### src/rtl/uart_pkg.sv
// Shared types and constants for the UART transmitter with FIFO.
package uart_pkg;

   typedef enum logic [2:0] {
      ST_IDLE   = 3'd0,
      ST_START  = 3'd1,
      ST_DATA   = 3'd2,
      ST_PARITY = 3'd3,
      ST_STOP1  = 3'd4,
      ST_STOP2  = 3'd5
   } tx_state_e;

   // Wide enough to hold a character width up to 9 and index its bits
   localparam int unsigned BIT_CNT_W     = 4;
   localparam int unsigned DATA_BITS_MIN = 5;
   localparam int unsigned DIV_W         = 16;

   // Character width forced into the range [DATA_BITS_MIN, max_bits]
   function automatic logic [BIT_CNT_W-1:0] clamp_bits(
      input logic [BIT_CNT_W-1:0] req,
      input logic [BIT_CNT_W-1:0] max_bits
   );
      logic [BIT_CNT_W-1:0] res;
      res = req;
      if (req < BIT_CNT_W'(DATA_BITS_MIN)) begin
         res = BIT_CNT_W'(DATA_BITS_MIN);
      end else if (req > max_bits) begin
         res = max_bits;
      end
      return res;
   endfunction

endpackage

### src/rtl/uart_fifo.sv
// Synchronous FIFO with registered occupancy flags and a one-clock drop pulse.
module uart_fifo #(
   parameter int unsigned WIDTH = 9,
   parameter int unsigned DEPTH = 8
) (
   input  logic                   clk,
   input  logic                   rst_n,
   input  logic                   push,
   input  logic [WIDTH-1:0]       wr_data,
   input  logic                   pop,
   output logic [WIDTH-1:0]       rd_data_c,
   output logic                   full,
   output logic                   empty,
   output logic [$clog2(DEPTH):0] level,
   output logic                   overflow
);

   localparam int unsigned AW = $clog2(DEPTH);
   localparam int unsigned LW = AW + 1;

   logic [WIDTH-1:0] mem_q [DEPTH];
   logic [AW-1:0]    wr_ptr_q;
   logic [AW-1:0]    rd_ptr_q;
   logic [LW-1:0]    level_d;
   logic             pop_ok_c;
   logic             push_ok_c;

   // A push into a full FIFO still succeeds when a pop frees a slot at the same edge
   always_comb begin
      pop_ok_c  = pop & ~empty;
      push_ok_c = push & (~full | pop_ok_c);
      level_d   = level;
      case ({push_ok_c, pop_ok_c})
         2'b10:   level_d = level + LW'(1);
         2'b01:   level_d = level - LW'(1);
         default: level_d = level;
      endcase
   end

   // Pointers, occupancy and flags; flags are computed from the next level so they stay registered
   always_ff @(posedge clk or negedge rst_n) begin
      if (!rst_n) begin
         wr_ptr_q <= '0;
         rd_ptr_q <= '0;
         level    <= '0;
         full     <= 1'b0;
         empty    <= 1'b1;
         overflow <= 1'b0;
      end else begin
         if (push_ok_c) wr_ptr_q <= wr_ptr_q + AW'(1);
         if (pop_ok_c)  rd_ptr_q <= rd_ptr_q + AW'(1);
         level    <= level_d;
         full     <= (level_d == LW'(DEPTH));
         empty    <= (level_d == '0);
         overflow <= push & ~push_ok_c;
      end
   end

   // Storage array; contents need no reset since empty guards every read
   always_ff @(posedge clk) begin
      if (push_ok_c) mem_q[wr_ptr_q] <= wr_data;
   end

   assign rd_data_c = mem_q[rd_ptr_q];

endmodule

### src/rtl/uart_tx_fifo.sv
// UART transmitter fed by a FIFO; frame format is captured per character at the pop.
module uart_tx_fifo
   import uart_pkg::*;
#(
   parameter int unsigned DATA_BITS_MAX = 9,
   parameter int unsigned FIFO_DEPTH    = 8
) (
   input  logic                        clock_i,
   input  logic                        reset_ni,
   input  logic                        write_i,
   input  logic [DATA_BITS_MAX-1:0]    data_i,
   input  logic [3:0]                  data_bits_i,
   input  logic                        parity_bit_i,
   input  logic                        parity_even_i,
   input  logic                        two_stop_bits_i,
   input  logic [15:0]                 clock_divider_i,
   output logic                        serial_o,
   output logic                        busy_o,
   output logic                        full_o,
   output logic                        empty_o,
   output logic [$clog2(FIFO_DEPTH):0] level_o,
   output logic                        overflow_o
);

   tx_state_e                state_q, state_d;
   logic [DIV_W-1:0]         div_q, div_d;
   logic [DIV_W-1:0]         cnt_q, cnt_d;
   logic [BIT_CNT_W-1:0]     nbits_q, nbits_d;
   logic [BIT_CNT_W-1:0]     bit_q, bit_d;
   logic [DATA_BITS_MAX-1:0] shift_q, shift_d;
   logic                     par_en_q, par_en_d;
   logic                     par_q, par_d;
   logic                     two_stop_q, two_stop_d;
   logic                     serial_d;
   logic                     busy_d;

   logic                     pop_c;
   logic                     start_frame_c;
   logic                     last_tick_c;
   logic [DATA_BITS_MAX-1:0] fifo_data_c;
   logic [DATA_BITS_MAX-1:0] frame_data_c;
   logic [BIT_CNT_W-1:0]     cfg_bits_c;

   uart_fifo #(
      .WIDTH (DATA_BITS_MAX),
      .DEPTH (FIFO_DEPTH)
   ) u_fifo (
      .clk       (clock_i),
      .rst_n     (reset_ni),
      .push      (write_i),
      .wr_data   (data_i),
      .pop       (pop_c),
      .rd_data_c (fifo_data_c),
      .full      (full_o),
      .empty     (empty_o),
      .level     (level_o),
      .overflow  (overflow_o)
   );

   // Character width for the next frame and the word with unused upper bits cleared
   always_comb begin
      cfg_bits_c   = clamp_bits(data_bits_i, BIT_CNT_W'(DATA_BITS_MAX));
      frame_data_c = '0;
      for (int i = 0; i < int'(DATA_BITS_MAX); i++) begin
         frame_data_c[i] = fifo_data_c[i] & (BIT_CNT_W'(i) < cfg_bits_c);
      end
   end

   // Next-state, datapath and output decode
   always_comb begin
      state_d       = state_q;
      div_d         = div_q;
      cnt_d         = cnt_q;
      nbits_d       = nbits_q;
      bit_d         = bit_q;
      shift_d       = shift_q;
      par_en_d      = par_en_q;
      par_d         = par_q;
      two_stop_d    = two_stop_q;
      pop_c         = 1'b0;
      start_frame_c = 1'b0;
      serial_d      = 1'b1;
      busy_d        = 1'b0;
      last_tick_c   = (cnt_q == div_q);

      if (state_q != ST_IDLE) begin
         cnt_d = last_tick_c ? '0 : cnt_q + DIV_W'(1);
      end

      case (state_q)
         ST_IDLE: begin
            if (!empty_o) start_frame_c = 1'b1;
         end
         ST_START: begin
            if (last_tick_c) begin
               state_d = ST_DATA;
               bit_d   = '0;
            end
         end
         ST_DATA: begin
            if (last_tick_c) begin
               if (bit_q == nbits_q - BIT_CNT_W'(1)) begin
                  state_d = par_en_q ? ST_PARITY : ST_STOP1;
               end else begin
                  bit_d   = bit_q + BIT_CNT_W'(1);
                  shift_d = shift_q >> 1;
               end
            end
         end
         ST_PARITY: begin
            if (last_tick_c) state_d = ST_STOP1;
         end
         ST_STOP1: begin
            if (last_tick_c) begin
               if (two_stop_q)    state_d = ST_STOP2;
               else if (!empty_o) start_frame_c = 1'b1;
               else               state_d = ST_IDLE;
            end
         end
         ST_STOP2: begin
            if (last_tick_c) begin
               if (!empty_o) start_frame_c = 1'b1;
               else          state_d = ST_IDLE;
            end
         end
         default: state_d = ST_IDLE;
      endcase

      // Pop the next word and capture the frame format for its whole duration
      if (start_frame_c) begin
         pop_c      = 1'b1;
         state_d    = ST_START;
         cnt_d      = '0;
         div_d      = clock_divider_i;
         nbits_d    = cfg_bits_c;
         par_en_d   = parity_bit_i;
         two_stop_d = two_stop_bits_i;
         shift_d    = frame_data_c;
         par_d      = (^frame_data_c) ^ ~parity_even_i;
      end

      case (state_d)
         ST_START:  serial_d = 1'b0;
         ST_DATA:   serial_d = shift_d[0];
         ST_PARITY: serial_d = par_d;
         default:   serial_d = 1'b1;
      endcase
      busy_d = (state_d != ST_IDLE);
   end

   // State and datapath registers; reset aborts any frame and returns the line high
   always_ff @(posedge clock_i or negedge reset_ni) begin
      if (!reset_ni) begin
         state_q    <= ST_IDLE;
         div_q      <= '0;
         cnt_q      <= '0;
         nbits_q    <= BIT_CNT_W'(DATA_BITS_MIN);
         bit_q      <= '0;
         shift_q    <= '0;
         par_en_q   <= 1'b0;
         par_q      <= 1'b0;
         two_stop_q <= 1'b0;
         serial_o   <= 1'b1;
         busy_o     <= 1'b0;
      end else begin
         state_q    <= state_d;
         div_q      <= div_d;
         cnt_q      <= cnt_d;
         nbits_q    <= nbits_d;
         bit_q      <= bit_d;
         shift_q    <= shift_d;
         par_en_q   <= par_en_d;
         par_q      <= par_d;
         two_stop_q <= two_stop_d;
         serial_o   <= serial_d;
         busy_o     <= busy_d;
      end
   end

endmodule

### config.mk
export PLATFORM = sky130hd
export DESIGN_NAME = uart_tx_fifo
export DESIGN_NICKNAME = d
export VERILOG_FILES = /design/src/rtl/uart_pkg.sv /design/src/rtl/uart_fifo.sv /design/src/rtl/uart_tx_fifo.sv
export SDC_FILE = /design/constraint.sdc
export NUM_CORES = 1
export LEC_CHECK = 0
export CAP_MARGIN = 10
export CORE_ASPECT_RATIO = 0.5
export CORE_MARGIN = 8
export CORE_UTILIZATION = 50
export DETAILED_ROUTE_END_ITERATION = 10
export HOLD_SLACK_MARGIN = 0.15
export PLACE_DENSITY = 0.72
export SLEW_MARGIN = 25
export SYNTH_ARGS = -nofsm -noshare
export SYNTH_HDL_FRONTEND = slang
export SYNTH_SLANG_ARGS = --single-unit
### constraint.sdc
create_clock -name clock_i -period 3.5 [get_ports clock_i]
set_input_delay 1.05 -clock clock_i [delete_from_list [all_inputs] [get_ports clock_i]]
set_output_delay 1.05 -clock clock_i [all_outputs]
set_load 0.005 [all_outputs]
Yosys cells after proc, flatten, opt, wreduce, memory -nomap -nowiden
Memory sizes are Yosys's and may differ from the RTL's. Cells that the tools add are included.

Register bits: 70. RAM bits: 72. Input port bits: 35. Memories kept: 1.

Add/subtract/negate cells: 7. Magnitude comparators: 11. Equality and inequality tests: 17. Mux-type cells: 35. Bitwise operators: 18. Reduce and logical (&&, ||, !) cells: 11.

Memory list: u_fifo.mem_q (words 8, width 9, read ports 1, clocked after memory_dff 0, write ports 1, RTL line uart_fifo.sv:21) `logic [WIDTH-1:0] mem_q [DEPTH];`.

Operator list (count): $mux W16 (3); $mux W9 (4); $mux W3 (10); $mux W4 (5); $pmux W3 S6 (1); $add A16 B1 Y16 const B (1); $eq A16 B16 Y1 (1); $lt A3 B4 Y1 const A (4); $pmux W4 S2 (2); $and A1 B1 Y1 (12); $eq A3 B2 Y1 const B (4); $reduce_xor A9 Y1 (1); $add A4 B1 Y4 const B (2); $lt A1 B4 Y1 const A (2); $lt A2 B4 Y1 const A (2); $mux W1 (8); $ne A2 B2 Y1 const B (4); $reduce_bool A2 Y1 (4); $sub A4 B1 Y4 const B (2); $add A3 B1 Y3 const B (2); $eq A3 B1 Y1 const B (2); $eq A3 B3 Y1 const B (2); $pmux W1 S3 (2); $reduce_bool A3 Y1 (2); 14 further kinds (17).

Logic depth before layout (Yosys ltp)
Depth in word-level cells: 11. Depth in mapped cells: 18. Depth with buffers taken out: 15.

Cells and area by module
A second synthesis with hierarchy kept.

Cell total of the unflattened synthesis: 501. Area, all modules: 6523.8 sq um.

By module, submodules not included: uart_fifo (instances 1, cells each 174, area an instance 3508.4 sq um); uart_tx_fifo (instances 1, cells each 327, area an instance 3015.4 sq um).

Worst setup path before layout
Ideal clock, no wire load.

Kind: register to register. Start point: reg cnt_q[6]. End point: reg u_fifo.empty. Arrival: 3.284 ns. Data required time: 3.403 ns. Setup slack: 0.119 ns. Stages on the path, launching flop included: 18. Period minus slack after synthesis: 3.381 ns. Path through: dfrtp_1 xnor2_1 nand4_1 nor4_4 nand3_1 a211o_1 buf_6 clkinv_4 o21ai_2 buf_6 ha_1 xor2_1 ha_1 a21oi_1 xor2_1 nor2_1 xor2_1 nor4_1.

Word-level cells in the longest chain between the ends: 10. Elaborated cells on any way between the ends: 12.

RTL lines: from (decl) (RTL line uart_tx_fifo.sv:27) `logic [DIV_W-1:0] cnt_q, cnt_d;`; from (signal assigned) (RTL line uart_tx_fifo.sv:168) `cnt_q <= cnt_d;`; $eq A16 B16 Y1 (*) (RTL line uart_tx_fifo.sv:84) `last_tick_c = (cnt_q == div_q);`; $mux W1, on equally long branches (RTL line uart_tx_fifo.sv:121, uart_tx_fifo.sv:114); $pmux W1 S3 (*) (RTL line uart_tx_fifo.sv:90) `case (state_q)`; $mux W1 (*) (RTL line uart_tx_fifo.sv:130) `if (start_frame_c) begin`; $and A1 B1 Y1 (*) (RTL line uart_fifo.sv:30) `pop_ok_c = pop & ~empty;`; $or A1 B1 Y1 (RTL line uart_fifo.sv:31) `push_ok_c = push & (~full | pop_ok_c);`; $and A1 B1 Y1 (RTL line uart_fifo.sv:31); $eq A2 B1 Y1 / $eq A2 B2 Y1 (equally long branches) (RTL line uart_fifo.sv:33) `case ({push_ok_c, pop_ok_c})`; $pmux W4 S2 (*) (RTL line uart_fifo.sv:33); named net u_fifo.level_d[2] (RTL line uart_fifo.sv:24) `logic [LW-1:0] level_d;`; $logic_not A4 Y1 (*) (RTL line uart_fifo.sv:54) `empty <= (level_d == '0);`; to (signal assigned) (RTL line uart_fifo.sv:54); to (decl) (RTL line uart_fifo.sv:13) `output logic empty,`.

Mark *: on every way through the listed nets, which the timed path passes. The rest lies on a longest branch. A chain may end at the register's enable or synchronous reset.

Worst setup path in the final report
Start point: reg cnt_q[4]. End point: reg u_fifo.empty.

Same word-level chain as after synthesis.

==> impl_metrics.yaml <==
run_status:
  status: "completed"
global_route:
  grtUsageMet3_pct: 3.759
  antenna_found_initial: 0
  grt_overflow: 0
  grt_max_degree: 42
  grt.total_usage_pct: 16.27
  met2_usage_pct: 27.65
  grt_first_pass_wirelength_um: 21250
  grt_pass1_vias: 4141
  use_met1_pct: 20.45
  top_usage_layer: "met2"
sta:
  fmax_mhz: 305.1
  setup_violations: 0
  final_max_slew_viol_count: 0
  timing_hold_violations_final: 0
  fin_skew_ps: 11.26
  fin_crit_ps: 3278
  tns_ps: 0
  period_share_pct: 93.65
  tightestPinTransition_ps: 802.4
  setup_ws_ps: 222.2
  holdWs_ps: 495.6
  relSlewSlack_pct: 46.39
  rsz0062_at_grt: "false"
power_and_ir_drop:
  ir_worst_vdd_mv: 0.3267
  power.total_mw: 6.307
  power_density_nw_per_um2: 825.5
  leakagePower_nw: 2.963
place:
  pre_cts_slack_ps: 202.4
  hpwl_um: 8408
  portBuffers: 43
  place_congestion: 0.8248
floorplanning:
  fp.dieW_um: 175.7
  start_util_pct: 50.76
  coreArea_um2: 12550
  rows: 29
  dieHeight_um: 95.83
  die_area_um2: 16830
  io-pin-count: 44
drt:
  vias_per_cell: 5.367
  drc_errors: 0
  wire_per_inst_um: 17.62
  ant_nets: 0
  drtIter0Drc: 284
  drt_pre_antenna_iters: 4
  totalWireLength_um: 12920
  vias: 3934
synthesis:
  synth_nets: 535
  yosysTopAreaCell: "edfxtp_1"
  yosysTopAreaCellShare_pct: 33.93
  synth_edf_count: 72
  synth-main-ff-cell: "edfxtp_1"
  yosysWarnings: 0
  avgSynthCellArea_um2: 12.95
  seq_area_frac_synth_pct: 61.50
  synthTopCellsByArea: "edfxtp_1 (34%), dfrtp_1 (26%), mux4_2 (6.4%), xnor2_1 (5.6%), nand2_1 (4.9%)"
  ys_ff_latch: 142
  syn_inst: 492
  async_reset_ff_share_pct: 49.30
  synthesis.area_um2: 6372
  synth.distinct_cells: 50
finish:
  drive_above_1_share_pct: 16.34
  syn2layout_area_growth_pct: 19.89
  fin_nets: 593
  utilization_pct: 60.85
  diodes: 0
worst_hold_path:
  hp-class: "flip-flop to flip-flop"
clock_tree:
  cts.sinks: 142
  clock_path_buffers: 2
  clk_pin_slew_worst_paths_ps: 70
  clock_latency_ps: 420
  cts-hold-fix-buffers: 0
  cts_tree: "built"
  numCtsBuffers: 17
  htreeDepth: 4
  clock-root-buffer: "clkbuf_16"
job:
  max_cap_violations: 0
worst_setup_path:
  cp-end-kind: "flip-flop"
  path_class: "flip-flop to flip-flop"
  crit_arrival_ps: 3600
  critical_path.max_fanout: 5
  cp-start-kind: "flip-flop"
  required_ps: 3820
==> final cells by class <==
| class | instances | area [um2] |
|---|---|---|
| tap | 170 | 212.7 |
| clock buffer | 17 | 425.4 |
| clock inverter | 15 | 172.7 |
| inverter | 12 | 50.05 |
| sequential | 142 | 3920 |
| timing repair buffer | 61 | 560.5 |
| fill | 989 | 4915 |
| multi-input combinational | 316 | 2298 |
==> per-stage QoR <==
step / std cells / cell area, um2
3_3_place_gp: 700 / 7030
6_report: 733 / 7640
5_1_grt: 733 / 7640
3_5_place_dp: 700 / 7030
2_1_floorplan: 492 / 6372
4_1_cts: 732 / 7629
==> sequential cells by signal, summed over array words and instances (netlist names), 3 cells and up <==
register	count
u_fifo.mem_q	72
shift_q	9
nbits_q	4
cnt_q	16
u_fifo.level	4
bit_q	4
state_q	3
div_q	16
u_fifo.wr_ptr_q	3
u_fifo.rd_ptr_q	3
==> worst max-delay path: stages (launching register included) <==
cell and delay [ps]:
dfrtp_1 440, xnor2_1 190, nand4_1 180, nor4_4 350, nand3_1 110, a211o_1 360, clkinv_4 80, o21ai_2 70
ha_2 230, xor2_1 170, ha_1 180, a21oi_1 140, xor2_1 170, nor2_1 60, xor2_1 170, nor4_1 300
==> path summary, 6_finish.rpt <==
check / startpoint / to / slack (ps) / cells after the start
worst max-delay path: cnt_q[4] / u_fifo.empty / 220 / 15
max in group asynchronous: reset_ni / cnt_q[2] / 2100 / 2
worst max register to register: cnt_q[4] / u_fifo.empty / 220 / 15
worst min register to register: nbits_q[3] / nbits_q[3] / 500 / 2
min in group asynchronous: reset_ni / bit_q[0] / 610 / 1
worst min-delay path: nbits_q[3] / nbits_q[3] / 500 / 2
==> synth_stat cells (all sizes together) (6+ instances only) <==
master   n
edfxtp  72
xor2    10
nor2    31
inv     11
nor4     6
a21oi    8
buf     12
nor3     8
clkbuf  10
nand2   84
nand3   11
nor2b    7
xnor2   41
mux2     8
mux2i   13
mux4    18
ha       8
dfrtp   66
nand4    7
o21ai   22
==> placed cells by master, fill, tap and decap left out, drive strengths merged, types with 6 or more instances in the layout <==
| cell | netlist | layout |
|---|---|---|
| ha | 8 | 8 |
| nor2 | 31 | 31 |
| edfxtp | 72 | 72 |
| buf | 12 | 19 |
| mux2i | 13 | 13 |
| mux2 | 8 | 8 |
| nand4 | 7 | 7 |
| nand3 | 11 | 11 |
| a21oi | 8 | 8 |
| dfrtp | 66 | 66 |
| mux4 | 18 | 18 |
| nor2b | 7 | 7 |
| o21ai | 22 | 22 |
| clkdlybuf4s50 | 0 | 42 |
| xor2 | 10 | 10 |
| clkbuf | 10 | 17 |
| nand2 | 84 | 84 |
| xnor2 | 41 | 41 |
| clkinv | 1 | 6 |
| nor4 | 6 | 6 |
| inv | 11 | 19 |
| nor3 | 8 | 8 |
==> kinds of logic after synthesis <==
logic type	after synthesis	synth area share, %
fa+ha+maj	8	1.571
mux	39	9.817
buf+inv	34	2.670
compound gates	46	4.438
xor+xnor	52	7.363
flops	142	61.50
simple gates	171	12.64
==> layer usage <==
metal | vias to the layer above | wire length, um | share of wire, %
met3 | 16 | 450 | 3.5
li1 | 1869 | - | -
met1 | 1957 | 6014 | 47
met4 | 0 | 163 | 1.3
met2 | 92 | 6286 | 49
met5 | - | 0 | 0
==> what timing repair did <==
action	4_1_cts	5_1_grt
resized for setup	0	2
endpoints found under the setup margin	0	2
buffers inserted	0	1
==> report_power, final <==
part,leakage [nW],switching (mW),internal [mW]
Combinational,1.14,0.917,0.973
Sequential,1.53,0.405,2.20
Clock,0.294,0.787,1.02
Total,2.96,2.11,4.20
Power figures use the tool's default switching activity.
